`src/rtl/sa_pkg.sv`:
```
// sa_pkg: shared state encoding, default geometry widths and clog2 helper for the SA readout.
package sa_pkg;
  function automatic int clog2(input int v);
    int r;
    for (r = 0; (1 << r) < v; r++) ;
    return r;
  endfunction
  localparam int SA_NBANK = 8;
  localparam int SA_COLS = 16;
  localparam int SA_CNT_W = 8;
  localparam int BANK_W = clog2(SA_NBANK);
  localparam int COL_W = clog2(SA_COLS);
  localparam int IDX_W = SA_CNT_W + BANK_W + COL_W;
  typedef enum logic [1:0] {IDLE, ACCUM, HOLD} state_t;
endpackage

```
`src/rtl/sa_reduce.sv`:
```
// sa_reduce: combinational popcount and lowest-bank/lowest-col first-match encode of masked SA data.
module sa_reduce import sa_pkg::*; #(
  parameter int NBANK = 8,
  parameter int COLS = 16,
  parameter int PCW = clog2(NBANK * COLS + 1)
) (
  input  logic [NBANK*COLS-1:0]    d,
  output logic [PCW-1:0]           popcnt,
  output logic                     any_hit,
  output logic [clog2(NBANK)-1:0]  first_bank,
  output logic [clog2(COLS)-1:0]   first_col
);
  localparam int BKW = clog2(NBANK);
  localparam int CLW = clog2(COLS);
  always_comb begin
    popcnt = '0;
    first_bank = '0;
    first_col = '0;
    for (int i = 0; i < NBANK * COLS; i++) popcnt = popcnt + PCW'(d[i]);
    // Descending scan: the last assignment is the lowest bank, then lowest col within it
    for (int b = NBANK - 1; b >= 0; b--)
      if (|d[b*COLS +: COLS]) begin
        first_bank = BKW'(b);
        for (int c = COLS - 1; c >= 0; c--)
          if (d[b*COLS + c]) first_col = CLW'(c);
      end
    any_hit = |d;
  end
endmodule

```
`src/rtl/sa_readout.sv`:
```
// sa_readout: captures gated SA data and reduces it to a MAC popcount sum or CAM first-match result.
module sa_readout import sa_pkg::*; #(
  parameter int NBANK = 8,
  parameter int COLS = 16,
  parameter int ACC_W = 16,
  parameter int CNT_W = 8
) (
  input  logic                                         clk,
  input  logic                                         rst,
  input  logic                                         start,
  output logic                                         start_ready,
  input  logic                                         mode_mac,
  input  logic [CNT_W-1:0]                             num_cycles,
  input  logic [NBANK-1:0]                             sa_en,
  input  logic [NBANK*COLS-1:0]                        sa_out,
  output logic                                         res_valid,
  input  logic                                         res_ready,
  output logic [ACC_W-1:0]                             res_data,
  output logic                                         res_hit,
  output logic [CNT_W+clog2(NBANK)+clog2(COLS)-1:0]    res_idx,
  output logic                                         err_overrun
);
  localparam int BKW = clog2(NBANK);
  localparam int CLW = clog2(COLS);
  localparam int PCW = clog2(NBANK * COLS + 1);
  state_t state;
  logic mode;
  logic [CNT_W-1:0] lim, cnt;
  logic [NBANK*COLS-1:0] masked;
  logic [PCW-1:0] popcnt;
  logic any_hit, cap, last;
  logic [BKW-1:0] first_bank;
  logic [CLW-1:0] first_col;
  logic [ACC_W:0] sum;
  logic [ACC_W-1:0] nxt_acc;
  for (genvar i = 0; i < NBANK; i++)
    assign masked[i*COLS +: COLS] = sa_out[i*COLS +: COLS] & {COLS{sa_en[i]}};
  sa_reduce #(.NBANK(NBANK), .COLS(COLS), .PCW(PCW)) u_reduce (
    .d(masked), .popcnt(popcnt), .any_hit(any_hit), .first_bank(first_bank), .first_col(first_col)
  );
  // CAM mode reuses the accumulator as a saturating hit counter
  always_comb begin
    cap = |sa_en;
    sum = {1'b0, res_data} + (mode ? (ACC_W+1)'(popcnt) : (ACC_W+1)'(any_hit));
    nxt_acc = sum[ACC_W] ? '1 : sum[ACC_W-1:0];
    last = (cnt + CNT_W'(1)) == lim;
  end
  always_ff @(posedge clk or posedge rst)
    if (rst) begin
      state <= IDLE;
      start_ready <= 1'b1;
      res_valid <= 1'b0;
      mode <= 1'b0;
      lim <= '0;
      cnt <= '0;
      res_data <= '0;
      res_hit <= 1'b0;
      res_idx <= '0;
      err_overrun <= 1'b0;
    end else
      case (state)
        IDLE:
          if (start) begin
            mode <= mode_mac;
            lim <= num_cycles == '0 ? CNT_W'(1) : num_cycles;
            cnt <= '0;
            res_data <= '0;
            res_hit <= 1'b0;
            res_idx <= '0;
            err_overrun <= 1'b0;
            start_ready <= 1'b0;
            state <= ACCUM;
          end else if (cap) err_overrun <= 1'b1;
        ACCUM:
          if (cap) begin
            res_data <= nxt_acc;
            if (!mode && any_hit && !res_hit) begin
              res_hit <= 1'b1;
              res_idx <= {cnt, first_bank, first_col};
            end
            cnt <= cnt + CNT_W'(1);
            if (last) begin
              res_valid <= 1'b1;
              state <= HOLD;
            end
          end
        HOLD: begin
          if (cap) err_overrun <= 1'b1;
          if (res_ready) begin
            res_valid <= 1'b0;
            start_ready <= 1'b1;
            state <= IDLE;
          end
        end
        default: state <= IDLE;
      endcase
endmodule

```
`config.mk`:
```
export PLATFORM = sky130hd
export DESIGN_NAME = sa_readout
export DESIGN_NICKNAME = d
export VERILOG_FILES = /design/src/rtl/sa_pkg.sv /design/src/rtl/sa_reduce.sv /design/src/rtl/sa_readout.sv
export SDC_FILE = /design/constraint.sdc
export NUM_CORES = 1
export LEC_CHECK = 0
export BUFFER_PORTS_ARGS = -buffer_cell sky130_fd_sc_hd__buf_4
export CAP_MARGIN = 20
export CORE_AREA = 2 2 88 174
export DETAILED_ROUTE_END_ITERATION = 10
export DIE_AREA = 0 0 90 176
export GPL_TIMING_DRIVEN = 0
export MAX_ROUTING_LAYER = met4
export PLACE_DENSITY = 0.87
export SLEW_MARGIN = 0
export SYNTH_ARGS = -nofsm -noshare
export SYNTH_HDL_FRONTEND = slang
export SYNTH_SLANG_ARGS = --single-unit
```
`constraint.sdc`:
```
create_clock -name clk -period 4.2 [get_ports clk]
set_input_delay 0.21 -clock clk [delete_from_list [all_inputs] [get_ports clk]]
set_output_delay 0.21 -clock clk [all_outputs]
set_load 0.05 [all_outputs]
```
Yosys cells after proc, flatten, opt, wreduce, memory -nomap -nowiden
Index checks and enable logic that the tools add are counted.
{ "op_classes": {"add_sub_neg": 129, "eq_ne": 8, "n_mux": 175, "bitwise_logic": 8, "reduce_logical": 25} }
{ "ops": {"columns": ["op", "n"], "rows": [
  ["8-bit by 1-bit adder with 8-bit output", 126],
  ["4-bit two-way mux", 136],
  ["16-bit AND", 8],
  ["128-bit OR reduction", 1],
  ["16-bit OR reduction", 8],
  ["16-bit two-way mux", 3],
  ["15-bit two-way mux", 3],
  ["8-bit two-way mux", 4],
  ["16-bit one-hot mux with 2 select lines", 1],
  ["15-bit one-hot mux with 2 select lines", 1],
  ["3-bit two-way mux", 8],
  ["16-bit by 8-bit adder with 17-bit output", 1],
  ["8-bit one-hot mux with 2 select lines", 1],
  ["4-bit AND reduction", 3],
  ["2-bit != test (second input constant)", 5],
  ["1-bit two-way mux", 9],
  ["8-bit by 1-bit adder with 8-bit output (second input constant)", 1],
  ["8-bit equality test", 1],
  ["8-bit logical NOT", 1],
  ["2-bit two-way mux", 4],
  ["1-bit one-hot mux with 2 select lines", 4],
  ["8-bit OR reduction", 1],
  ["2-bit one-hot mux with 3 select lines", 1],
  ["3-bit AND reduction", 2],
  ["other kinds (8)", 12]
]} }
{ "totals": {"reg_bits": 54, "in_bits": 149, "out_inout_bits": 35, "elab_cells": 355} }

Longest topological paths before layout
{ "logic_depth": {"ltp_word": 140, "ltp_mapped": 36, "mapped_depth_nobuf": 33} }

Hierarchy
A second synthesis with hierarchy kept.
{ "unflattened": {"cells_unflattened": 1107, "hier_area_um2": 8997.4} }
{ "by_module_without_submodules": {"columns": ["module", "n_inst", "cells_each", "area_per_inst_um2", "seq_area_each_um2"], "rows": [
  ["sa_reduce", 1, 620, 5123.7, 0.0],
  ["sa_readout", 1, 487, 3873.7, 1352.5]
]} }

Worst setup path after synthesis
Ideal clock, no wire load.
{ "synth_path": {"path_type": "input-to-reg", "startpoint": "input port sa_en[5]", "endpoint": "register res_data[11]", "setup_time_ns": 0.119, "arrival_ns": 9.137, "required_time_ns": 4.081, "setup_slack_ns": -5.056, "cell_stages": 34, "path_buffers": 4, "path_cell_list": "clkbuf_1 > clkbuf_1 > clkbuf_1 > nand2_1 > fa_1 > inv_1 > fa_1 > inv_1 > fa_1 > fa_1 > fa_1 > inv_1 > fa_1 > inv_1 > fa_1 > fa_1 > fa_1 > fa_1 > fa_1 > fa_1 > nor2b_1 > o21ai_0 > nand2b_1 > a21o_1 > a21oi_1 > xnor2_1 > and2_1 > ha_1 > nand2_1 > a21oi_1 > o2111ai_1 > clkbuf_1 > a21oi_1 > o21a_1"} }
{ "synth_between": {"elab_chain_len": 54, "word_cells_on_any_way": 58, "cone_classes": "add/sub: 49; eq/ne: 1; mux: 4; bitwise: 1; reduce/logical: 3"} }
{ "synth_rtl": {"columns": ["element", "line_no", "text"], "rows": [
  ["start: declaration", "sa_readout.sv:14", "input logic [NBANK-1:0] sa_en,"],
  ["16-bit AND", "sa_readout.sv:37", "assign masked[i*COLS +: COLS] = sa_out[i*COLS +: COLS] & {COLS{sa_en[i]}};"],
  ["8-bit by 1-bit adder with 8-bit output (48 in series)", "sa_reduce.sv:19", "for (int i = 0; i < NBANK * COLS; i++) popcnt = popcnt + PCW'(d[i]);"],
  ["8-bit two-way mux", "sa_readout.sv:44", "sum = {1'b0, res_data} + (mode ? (ACC_W+1)'(popcnt) : (ACC_W+1)'(any_hit));"],
  ["16-bit by 8-bit adder with 17-bit output", "sa_readout.sv:44", null],
  ["16-bit two-way mux", "sa_readout.sv:45", "nxt_acc = sum[ACC_W] ? '1 : sum[ACC_W-1:0];"],
  ["16-bit two-way mux", "sa_readout.sv:75", "if (cap) begin"],
  ["16-bit one-hot mux with 2 select lines", "sa_readout.sv:61", "case (state)"],
  ["end signal: assignment", "sa_readout.sv:76", "res_data <= nxt_acc;"],
  ["end: declaration", "sa_readout.sv:18", "output logic [ACC_W-1:0] res_data,"]
]} }
Several ways; a longest one is shown, not always the timed one. The select of a mux whose other input is x is not followed.
A chain may end at the register's enable or synchronous reset.

Final worst setup path
{ "layout_path": {"startpoint": "input port sa_en[0]", "endpoint": "register res_data[10]"} }
{ "layout_between": {"elab_chain_len": 133, "word_cells_on_any_way": 137, "cone_classes": "add/sub: 128; eq/ne: 1; mux: 4; bitwise: 1; reduce/logical: 3"} }
{ "layout_rtl": {"columns": ["element", "line_no"], "rows": [
  ["16-bit AND", "sa_readout.sv:37"],
  ["1-bit by 1-bit adder with 2-bit output", "sa_reduce.sv:19"],
  ["8-bit by 1-bit adder with 8-bit output (126 in series)", "sa_reduce.sv:19"],
  ["8-bit two-way mux", "sa_readout.sv:44"],
  ["16-bit by 8-bit adder with 17-bit output", "sa_readout.sv:44"],
  ["16-bit two-way mux", "sa_readout.sv:45"],
  ["16-bit two-way mux", "sa_readout.sv:75"],
  ["16-bit one-hot mux with 2 select lines", "sa_readout.sv:61"]
]} }
Several ways; a longest one is shown, not always the timed one. The select of a mux whose other input is x is not followed.

==> results.ini <==
[run_status]
status = complete, but fails checks
violations = negative setup slack

[logic_synthesis]
yosysSeqAreaShare_pct = 15.3
synthesis.nets = 1353
synth_cell_type_count = 74
syn_avg_cell_area_um2 = 8.40
syn_area_mm2 = 0.00884
synth_ff_type = dfrtp_1
synth_seq_cells = 54
syn_inst = 1052
synth-edff-count = 0
async_flop_share_pct = 100
yosysWarnings = 0

[routing]
wl_mm = 36.5
antenna_left = 0
drtIter0Drc = 794
dr.pass1.iters = 8
viasPerCell = 6.71
drc = 0
dr_total_vias = 9771
wl_per_cell_um = 25.1

[global_route]
grt_start_max_net_pins = 45
grt_antenna_before_repair = 0
track_usage_pct = 43.7
grt_pass1_wl_mm = 51.7
grt_pass1_vias = 10100
grt-ovfl-total = 0

[place]
numPortBuffers = 179
hpwl_mm = 27.0
place_congestion = 0.990
dp_slack_ns = -5.31

[timing]
min_period_over_period_pct = 214
rsz0062_at_grt = true
worst_slack_ns = -4.78
setup_viol = 16
tightestPinTransition_ns = 1.10
min_period_ns = 8.98
final_hold_viol_count = 0
slew_violations = 0
max_freq_mhz = 111
skew_ns = 0.00449
max_slew_margin_pct = 24.7

[clocking]
tritoncts = done
cts.sinks = 54
cts.path.max_buffers = 2
clk_pin_slew_ns = 0.07
clk_latency_ns = 0.31
numCtsBuffers = 5
cts_root_buf = clkbuf_16
htreeDepth = 2

[setup_path]
required_ns = 4.39
critPathMaxFanout = 10
cp_slowest_cell = fa_1
criticalPathCategory = in -> reg
arrival_ns = 9.17
crit_path_start_kind = input port
max_stage_delay_ns = 0.58
cp-end-kind = register
cpMostUsedCell = fa_1

[die]
ios = 184
die_w_um = 90
core_area_mm2 = 0.0144
die_y_um = 176
rows = 62
dieArea_mm2 = 0.0158
start_util_pct = 61.3

[finish]
diodes = 0
n_fill_cell = 985
area_growth_pct = 28.5
drive_above_1_share_pct = 24.7
final_cell_mix = buf_4 (197), inv_1 (139), nand2_1 (137), fa_1 (112), nor2_1 (61)
final_common_cell = buf_4
nets = 1564

[hold_path]
hp-class = in -> reg

[run]
cap_violations = 0

## registers in the layout, indices dropped and copies added (netlist names)
name         cells
cnt              8
err_overrun      1
lim              8
mode             1
res_data        16
res_hit          1
res_idx         15
res_valid        1
start_ready      1
state            2
## cells by family (layout without fill, tap and decap cells)
| logic type | count (synthesis) | in the layout | synth area share (%) |
|---|---|---|---|
| adders and majority gates | 152 | 152 | 31.4 |
| AOI/OAI and AO/OA | 254 | 254 | 21.0 |
| and+or+nand+nor | 386 | 386 | 22.2 |
| xor gates and xnor gates | 23 | 23 | 2.28 |
| buffers and inverters | 183 | 395 | 7.85 |
| DFF | 54 | 54 | 15.3 |
## worst max-delay path, delay by kind of cell
family,cells,cell delay [ns]
AND/OR/NAND/NOR,5,0.48
AO/OA/AOI/OAI,6,1.34
buffers and inverters,5,0.59
adder cells (fa/ha/maj),14,6.50
## synthesized netlist by cell type, drive strengths merged, types with 7 or more instances
| cell | count | area, um2 |
|---|---|---|
| a21o | 9 | 67.6 |
| o21ai | 46 | 230 |
| ha | 36 | 450 |
| nor3 | 12 | 71.3 |
| a22o | 11 | 96.3 |
| nand2 | 145 | 547 |
| nand4 | 13 | 87.6 |
| and2 | 57 | 357 |
| a31oi | 18 | 113 |
| dfrtp | 53 | 1330 |
| xnor2 | 10 | 87.6 |
| clkbuf | 35 | 131 |
| o41ai | 34 | 377 |
| and3 | 7 | 48.8 |
| inv | 147 | 552 |
| nand3 | 19 | 95.1 |
| fa | 116 | 2320 |
| a21oi | 55 | 275 |
| xor2 | 13 | 114 |
| nor2 | 61 | 229 |
| a211oi | 9 | 67.6 |
| nand2b | 16 | 100 |
| nor4 | 19 | 138 |
| o31ai | 9 | 67.6 |
| nor2b | 11 | 68.8 |
## worst paths after layout
path / startpoint / to / slack, ns / cells after the start
min in group asynchronous: rst / res_idx[4] / 0.41 / 3
worst min-delay path: num_cycles[5] / lim[5] / 0.11 / 3
max in group asynchronous: rst / start_ready / 3.20 / 4
worst min register to register: lim[6] / lim[6] / 0.50 / 2
worst max-delay path: sa_en[0] / res_data[10] / -4.78 / 30
worst max register to register: mode / res_data[9] / 0.63 / 15
## metrics by stage
step | instance area [um2] | instances | utilization [%] | hold slack, ns | TNS, ns
6_report | 11400 | 1456 | 78.7 | 0.114 | -74.64
5_1_grt | 11400 | 1456 | 78.7 | 0.115 | -77.49
3_5_place_dp | 10700 | 1424 | 74.0 | 0.167 | -81.75
3_3_place_gp | 10700 | 1423 | 73.8 | 0.408 | -81.76
2_1_floorplan | 9070 | 1052 | - | 0.315 | -69.78
4_1_cts | 11200 | 1451 | 77.3 | 0.105 | -70.22
## cell type report
type | instances | area (um2) | area share, %
multi-input combinational | 815 | 7050 | 62.1
inverter | 147 | 554 | 4.88
sequential | 54 | 1350 | 11.9
clock inverter | 2 | 17.5 | 0.154
clock buffer | 6 | 139 | 1.22
tap | 192 | 240 | 2.11
buffer | 33 | 372 | 3.27
timing repair buffer | 207 | 1630 | 14.4
## timing repair
| action | 4_1_cts | 5_1_grt |
|---|---|---|
| setup endpoints to repair | 16 | 16 |
| endpoints found under the hold margin | 10 | 0 |
| resized for setup | 39 | 50 |
| hold buffers | 1 | 0 |
| setup buffers | 21 | 4 |
| cloned | 1 | 1 |
| pin swaps | 27 | 18 |
## routing by layer
metal	vias to the layer above	share of wire [%]	GRT usage [%]	wire length [um]
li1	4062	-	-	-
met2	781	53	81.2	19200
met1	4616	28	36.5	10200
met3	312	6.9	5.85	2510
met5	-	0	-	0
met4	0	13	40.1	4600
Power is left out: the tool's default activity adds up to more than one toggle a clock period on the data nets, which glitch-free logic cannot reach.
